==> src/rtl/vga_plot_arbiter.sv <==
// Round-robin, burst-locked arbiter that shares the vga_adapter pixel port
// among NREQ drawing engines, clipping off-screen pixels before the write.
module vga_plot_arbiter #(
  parameter int NREQ     = 3,
  parameter int XW       = 9,
  parameter int YW       = 8,
  parameter int CW       = 15,
  parameter int XMAX     = 319,
  parameter int YMAX     = 239,
  parameter int MAXBURST = 64
) (
  input  logic               clk,
  input  logic               reset,
  input  logic [NREQ-1:0]    req,
  input  logic [NREQ-1:0]    last,
  input  logic [NREQ*XW-1:0] px,
  input  logic [NREQ*YW-1:0] py,
  input  logic [NREQ*CW-1:0] pcol,
  output logic [NREQ-1:0]    ack,
  output logic [XW-1:0]      vga_x,
  output logic [YW-1:0]      vga_y,
  output logic [CW-1:0]      vga_colour,
  output logic               vga_plot,
  output logic               busy,
  output logic [2:0]         owner,
  output logic [15:0]        clip_count
);

  localparam int BW = $clog2(MAXBURST + 1);
  localparam logic [BW-1:0] CAP_M1 = BW'(MAXBURST - 1);

  typedef enum logic {IDLE, OWN} state_t;

  state_t          state_q, state_d;
  logic [2:0]      last_owner_q;
  logic [BW-1:0]   burst_cnt_q;
  logic [2:0]      win;
  logic            win_found;
  logic            own_req, own_last;
  logic [XW-1:0]   sel_x;
  logic [YW-1:0]   sel_y;
  logic [CW-1:0]   sel_col;
  logic            clipped;
  logic            accept;
  logic            release_now;

  function automatic logic [15:0] sat_inc16(input logic [15:0] v);
    return (v == 16'hFFFF) ? v : v + 16'd1;
  endfunction

  // Rotating priority: first look above last_owner, then wrap to the bottom.
  always_comb begin
    win       = '0;
    win_found = 1'b0;
    for (int i = 0; i < NREQ; i++) begin
      if (!win_found && req[i] && (i[2:0] > last_owner_q)) begin
        win       = i[2:0];
        win_found = 1'b1;
      end
    end
    for (int i = 0; i < NREQ; i++) begin
      if (!win_found && req[i]) begin
        win       = i[2:0];
        win_found = 1'b1;
      end
    end
  end

  always_comb begin
    own_req  = 1'b0;
    own_last = 1'b0;
    sel_x    = '0;
    sel_y    = '0;
    sel_col  = '0;
    for (int i = 0; i < NREQ; i++) begin
      if (owner == i[2:0]) begin
        own_req  = req[i];
        own_last = last[i];
        sel_x    = px[i*XW +: XW];
        sel_y    = py[i*YW +: YW];
        sel_col  = pcol[i*CW +: CW];
      end
    end
  end

  assign clipped = (int'(sel_x) > XMAX) || (int'(sel_y) > YMAX);

  always_ff @(posedge clk or negedge reset) begin
    if (!reset) state_q <= IDLE;
    else        state_q <= state_d;
  end

  always_comb begin
    state_d     = state_q;
    ack         = '0;
    accept      = 1'b0;
    release_now = 1'b0;
    case (state_q)
      IDLE: begin
        if (|req) state_d = OWN;
      end
      OWN: begin
        for (int i = 0; i < NREQ; i++) begin
          if (owner == i[2:0]) ack[i] = req[i];
        end
        accept = own_req;
        // Dropping req, last pixel and burst cap all end the grant the same way.
        if (!own_req || own_last || (burst_cnt_q == CAP_M1)) begin
          state_d     = IDLE;
          release_now = 1'b1;
        end
      end
      default: state_d = IDLE;
    endcase
  end

  assign busy = (state_q == OWN);

  always_ff @(posedge clk or negedge reset) begin
    if (!reset) begin
      owner        <= '0;
      last_owner_q <= 3'(NREQ - 1);
      burst_cnt_q  <= '0;
      vga_plot     <= 1'b0;
      vga_x        <= '0;
      vga_y        <= '0;
      vga_colour   <= '0;
      clip_count   <= '0;
    end else begin
      vga_plot <= 1'b0;
      if (state_q == IDLE && win_found) begin
        owner       <= win;
        burst_cnt_q <= '0;
      end
      if (accept) begin
        burst_cnt_q <= burst_cnt_q + 1'b1;
        if (clipped) begin
          clip_count <= sat_inc16(clip_count);
        end else begin
          vga_plot   <= 1'b1;
          vga_x      <= sel_x;
          vga_y      <= sel_y;
          vga_colour <= sel_col;
        end
      end
      if (release_now) last_owner_q <= owner;
    end
  end

endmodule

==> config.mk <==
export PLATFORM = sky130hd
export DESIGN_NAME = vga_plot_arbiter
export DESIGN_NICKNAME = d
export VERILOG_FILES = /design/src/rtl/vga_plot_arbiter.sv
export SDC_FILE = /design/constraint.sdc
export NUM_CORES = 1
export LEC_CHECK = 0
export ABC_AREA = 0
export BUFFER_PORTS_ARGS = -buffer_cell sky130_fd_sc_hd__buf_2
export CAP_MARGIN = 10
export CORE_UTILIZATION = 40
export CTS_BUF_LIST = sky130_fd_sc_hd__clkbuf_8
export DETAILED_ROUTE_END_ITERATION = 10
export PLACE_DENSITY_LB_ADDON = 0.08
export SETUP_SLACK_MARGIN = 0.05
export SYNTH_ARGS = -nofsm -noshare
export SYNTH_HDL_FRONTEND = slang
export SYNTH_SLANG_ARGS = --single-unit
==> constraint.sdc <==
create_clock -name clk -period 2.5 [get_ports clk]
set_input_delay 0.5 -clock clk [delete_from_list [all_inputs] [get_ports clk]]
set_output_delay 0.5 -clock clk [all_outputs]
set_load 0.005 [all_outputs]
==> results of run 1 <==
[cell usage after synthesis, types with 2 or more instances]
master / count
dfrtp_1: 60
nand2_1: 43
mux2i_1: 35
nor2_1: 35
o21ai_0: 32
a21oi_1: 26
xor2_1: 14
nand3_1: 11
clkbuf_1: 10
mux2_2: 9
buf_2: 6
nor3_2: 6
and3_1: 5
nand4_1: 5
o2bb2ai_1: 5
buf_6: 4
buf_4: 3
nor3_1: 3
nor3b_2: 3
and2_1: 2
and4b_1: 2
buf_1: 2
ha_1: 2
nor2b_1: 2
nor4_1: 2
o21ai_1: 2
o2bb2ai_2: 2
o31ai_1: 2
[cells by family after synthesis]
kind of cell    count (synthesis)  share of synthesized area (%)
fa+ha+maj                       2                          0.738
compound gates                 73                           12.4
other cells                     1                          0.111
xor+xnor                       15                           3.88
buf+inv                        26                           4.32
flops                          61                           45.1
simple gates                  129                           19.7
mux                            45                           13.8
[cell type report]
type	count	area [um^2]
Fill cell	781	3740
Multi-Input combinational cell	265	1720
Sequential cell	61	1530
Timing Repair Buffer	171	888
Clock buffer	10	138
Tap cell	105	131
Clock inverter	6	62.6
Inverter	1	3.75
[registers in the layout, summed over array words and instances, names as in the netlist]
name	cells
clip_count	16
vga_colour	15
vga_x	9
vga_y	8
burst_cnt_q	7
last_owner_q	2
owner	2
busy	1
vga_plot	1
[per-stage QoR]
step	power [W]	area [um^2]	setup slack [ns]	utilization (%)	std cells
2_1_floorplan	0.00303	3390	0.482	-	352
3_3_place_gp	0.00372	4270	0.315	52.0	603
3_5_place_dp	0.00376	4270	0.259	52.0	603
4_1_cts	0.00465	4470	0.228	54.4	619
5_1_grt	0.00497	4470	0.0887	54.4	619
6_report	0.00458	4470	0.226	54.4	619
[critical path, stage by stage (launching register included)]
cell	delay [ns]
dfrtp_2	0.41
buf_4	0.22
mux2i_1	0.14
o21ai_1	0.27
and2_1	0.31
nand2_2	0.18
or2_1	0.30
mux2_4	0.31
[where the power goes]
part	switching, W	internal (W)	leakage [nW]
clock	0.000388	0.000483	0.0943
combinational	0.00122	0.000954	1.43
sequential	0.000212	0.00132	0.791
[routing by layer]
| layer | up-vias | GRT usage (%) |
|---|---|---|
| li1 | 1547 | - |
| met2 | 105 | 32.8 |
| met1 | 1380 | 25.9 |
| met4 | 0 | 7.44 |
| met3 | 8 | 5.02 |
| met5 | - | 0 |
[worst max-delay path by stage]
| stage | from | end | cells past startpoint |
|---|---|---|---|
| after floorplan | owner[0]$_DFFE_PN0P_ | clip_count[1]$_DFFE_PN0P_ | 10 |
| after global placement | owner[0]$_DFFE_PN0P_ | clip_count[1]$_DFFE_PN0P_ | 7 |
| after detailed placement | owner[0]$_DFFE_PN0P_ | clip_count[1]$_DFFE_PN0P_ | 7 |
| after CTS | owner[0]$_DFFE_PN0P_ | clip_count[1]$_DFFE_PN0P_ | 7 |
| after global routing | owner[0]$_DFFE_PN0P_ | vga_y[0]$_DFFE_PN0P_ | 8 |
| final | owner[0]$_DFFE_PN0P_ | clip_count[1]$_DFFE_PN0P_ | 7 |
==> impl_metrics.toml, run 1 <==
[run_status]
status = "completed"

[place]
gp_congestion = 0.816
io_buffers = 158
dp_hpwl_mm = 6.61

[yosys]
synth_top_cell_area_share_pct = 44.3
netlist_area_mm2 = 0.00339
async_flop_share_pct = 100
syn_area_per_cell_um2 = 9.63
synth_flop_cell = "dfrtp_1"
syn-instance-count = 352
yosysSeqAreaShare_pct = 45.1
synth_top_cell_by_area = "dfrtp_1"
ys_seq_elements = 61
synth_cell_types = 47
yosysWarnings = 0
syn-num-nets = 458
ys_top_cells_by_area = "dfrtp_1, mux2i_1, nand2_1, o21ai_0, nor2_1"
synth_edf_count = 0

[cts]
clkLatencyLatePin_ns = 0.33
post_cts_buffers = 0
cts_tree = "yes"
postCtsHoldBufs = 0
clockBufferDepth = 2
numCtsBuffers = 9
path_clk_slew_ns = 0.08
postCtsResizedCells = 0
clock_sinks = 61
cts_root_buf = "clkbuf_8"
htree_num_levels = 3

[drt]
met3_wirelength_um = 505
drtAntennaViolNets = 0
routed_via_density = 4.91
drt_iter0_drc = 141
drc_errors = 0
vias = 3040
topRoutingLayerUsed = "met4"
dr.pass1.iters = 4
wl_met1_mm = 3.75
route.met2.wl_mm = 4.09
routed_wirelength_mm = 8.45
wl_per_cell_um = 13.7

[sta]
setup_violations = 0
timing.fmax_mhz = 440
drv_slew = 0
hold-worst-slack_ns = 0.252
fin_skew_ns = 0.0110
maxSlewHeadroom_pct = 46.0
tightest_slew_ns = 0.810
hold_viol = 0
fin_crit_sh_pct = 91.0
fin_setup_tns_ns = 0
grt_setup_unrepaired = "false"
post-route-min-period_ns = 2.27

[final_layout]
area_delta_synth_final_pct = 32.0
n_antenna_cell = 0
layout-drive-gt1-share_pct = 42.0
layout.nets = 615
mostFrequentLayoutCells = "buf_2, dfrtp_1, nand2_1"
layout.cells.most_common = "buf_2"

[die]
row_count = 33
start_util_pct = 41.3
die_h_um = 94.1
dieArea_mm2 = 0.00885
core_area_mm2 = 0.00822
num_io_pins = 160
die_x_um = 94.1

[pwr]
leakagePower_nw = 2.31
pwr_density_cell_mw_per_mm2 = 1020
ir_worst_vdd_uv = 439

[setup_path]
crit_path_end_kind = "flop"
r2r_slack_ns = 0.23
start_kind = "flop"
cp_max_fo = 20
r2r_end = "clip_count[1]$_DFFE_PN0P_"
cp.required_ns = 2.71
arrival_ns = 2.48
rr_startpoint = "owner[0]$_DFFE_PN0P_"
critPathKind = "reg2reg"
reg2reg_depth = 7

[run]
cap_violations = 0

[global_route]
grt.total_usage_pct = 20.2
antenna_found_initial = 0
grt_max_degree = 42
globalRoute.totalOverflow = 0
grt_pass1_wl_mm = 13.7
grt_pass1_vias = 2866

[worst_hold_path]
worstHoldPathType = "in2async"
No activity file was read; power rests on OpenSTA's default activity.
==> run 2: changes to the inputs <==
--- a/config.mk
+++ b/config.mk
@@ -9,7 +9,7 @@
 export BUFFER_PORTS_ARGS = -buffer_cell sky130_fd_sc_hd__buf_2
 export CAP_MARGIN = 10
 export CORE_UTILIZATION = 40
-export CTS_BUF_LIST = sky130_fd_sc_hd__clkbuf_8
+export CTS_BUF_LIST = sky130_fd_sc_hd__clkbuf_4
 export DETAILED_ROUTE_END_ITERATION = 10
 export PLACE_DENSITY_LB_ADDON = 0.08
 export SETUP_SLACK_MARGIN = 0.05
==> run 2 against run 1 <==
Effect of this change: via count grew 0.49%; design area shrank 1.5%; clock skew grew 0.0089 ns; core utilization shrank 0.81 points; non-clock buffer count is the same.
==> impl_metrics.toml, run 2 (synthesis gave the netlist of run 1 again) <==
[run_status]
status = "completed"

[final_layout]
largest_reg_flops = 16
area_delta_synth_final_pct = 30.0
top_register = "clip_count"
multi_input_area_mm2 = 0.00172
layout.nets = 615
nFillCells = 790
mostFrequentLayoutCells = "buf_2, dfrtp_1, nand2_1"
fin_util_pct = 53.6
layout.cells.most_common = "buf_2"
layout-drive-gt1-share_pct = 41.8
top_regs = "clip_count: 16 flops, vga_colour: 15 flops, vga_x: 9 flops"
n_antenna_cell = 0
ff_latch_area_mm2 = 0.00153

[pwr]
leakagePower_nw = 2.28
pwr_density_cell_mw_per_mm2 = 991
ir_worst_vdd_uv = 438
power_w = 0.00437

[sta]
grt_setup_unrepaired = "false"
drv_slew = 0
tightest_slew_ns = 0.812
timing.fmax_mhz = 441
fin_crit_sh_pct = 90.7
fin_setup_tns_ns = 0
fin_skew_ns = 0.0199
maxSlewHeadroom_pct = 45.9
hold_viol = 0
setup_violations = 0
hold-worst-slack_ns = 0.183
post-route-min-period_ns = 2.27

[drt]
met3_wirelength_um = 503
drtAntennaViolNets = 0
drc_errors = 0
drt_iter0_drc = 125
vias = 3055
topRoutingLayerUsed = "met4"
route.met2.wl_mm = 4.08
routed_via_density = 4.94
routed_wirelength_mm = 8.41
wl_met1_mm = 3.73
dr.pass1.iters = 4
wl_per_cell_um = 13.6

[setup_path]
startpoint = "owner[0]$_DFFE_PN0P_"
cp.required_ns = 2.77
start_kind = "flop"
cp_max_fo = 20
rr_startpoint = "owner[0]$_DFFE_PN0P_"
crit_path_end_kind = "flop"
reg2reg_depth = 7
critPathKind = "reg2reg"
arrival_ns = 2.54

[place]
dp_hpwl_mm = 6.61
io_buffers = 158
gp_congestion = 0.816

[cts]
clockBufferDepth = 2
postCtsResizedCells = 0
cts_tree = "yes"
cts_root_buf = "clkbuf_4"
numCtsBuffers = 9
post_cts_buffers = 0
clkLatencyLatePin_ns = 0.39
htree_num_levels = 3
clock_sinks = 61
postCtsHoldBufs = 0
path_clk_slew_ns = 0.12

[global_route]
grt_pass1_vias = 2874
grt_max_degree = 42
globalRoute.totalOverflow = 0
grt.total_usage_pct = 20.0
grt_pass1_wl_mm = 13.6
antenna_found_initial = 0

[die]
core_area_mm2 = 0.00822
dieArea_mm2 = 0.00885
num_io_pins = 160
die_h_um = 94.1
row_count = 33
start_util_pct = 41.3
die_x_um = 94.1

[run]
cap_violations = 0

[worst_hold_path]
worstHoldPathType = "in2async"
-- run 2: changes by cell type in the layout (fill, tap and decap cells not counted), sizes merged --
cell and change:
clkinv +1, clkbuf -1
-- run 2: critical path: stages, from the launching register on --
cell and delay, ns:
dfrtp_2 0.42, buf_4 0.22, mux2i_1 0.14, o21ai_1 0.27
and2_1 0.30, nand2_2 0.18, or2_1 0.29, mux2_4 0.31
-- run 2: layout make-up --
type | count | share of cell area, %
Clock buffer | 9 | 1.53
Multi-Input combinational cell | 265 | 39.0
Timing Repair Buffer | 171 | 20.2
Clock inverter | 7 | 1.50
Sequential cell | 61 | 34.7
Tap cell | 105 | 2.98
Inverter | 1 | 0.0852
-- run 2: routing by layer --
layer  GRT usage [%]  up-vias
met5               0        -
met4            6.67        0
met3            4.77        8
met2            32.8      106
met1            25.7     1392
li1                -     1549
-- run 2: path summary, 6_finish.rpt --
| kind | end | slack (ns) |
|---|---|---|
| min | burst_cnt_q[5]$_DFFE_PN0P_ | 0.18 |
| min in group clk | owner[0]$_DFFE_PN0P_ | 0.39 |
| max reg2reg | clip_count[1]$_DFFE_PN0P_ | 0.23 |
| min reg2reg | burst_cnt_q[4]$_DFFE_PN0P_ | 0.49 |
| max | clip_count[1]$_DFFE_PN0P_ | 0.23 |
| max in group asynchronous | clip_count[15]$_DFFE_PN0P_ | 1.62 |
-- run 2: per-stage QoR --
step | std cells | worst slack [ns] | cell area, um^2
floorplan | 352 | 0.482 | 3390
global placement | 603 | 0.315 | 4270
detailed placement | 603 | 0.259 | 4270
CTS | 619 | 0.226 | 4410
global route | 619 | 0.0791 | 4410
finish | 619 | 0.232 | 4410
-- run 2: power by group --
group,switching (W),internal (W)
combinational,0.00122,0.000954
sequential,0.000211,0.00132
clock,0.000368,0.000298
total,0.00180,0.00257
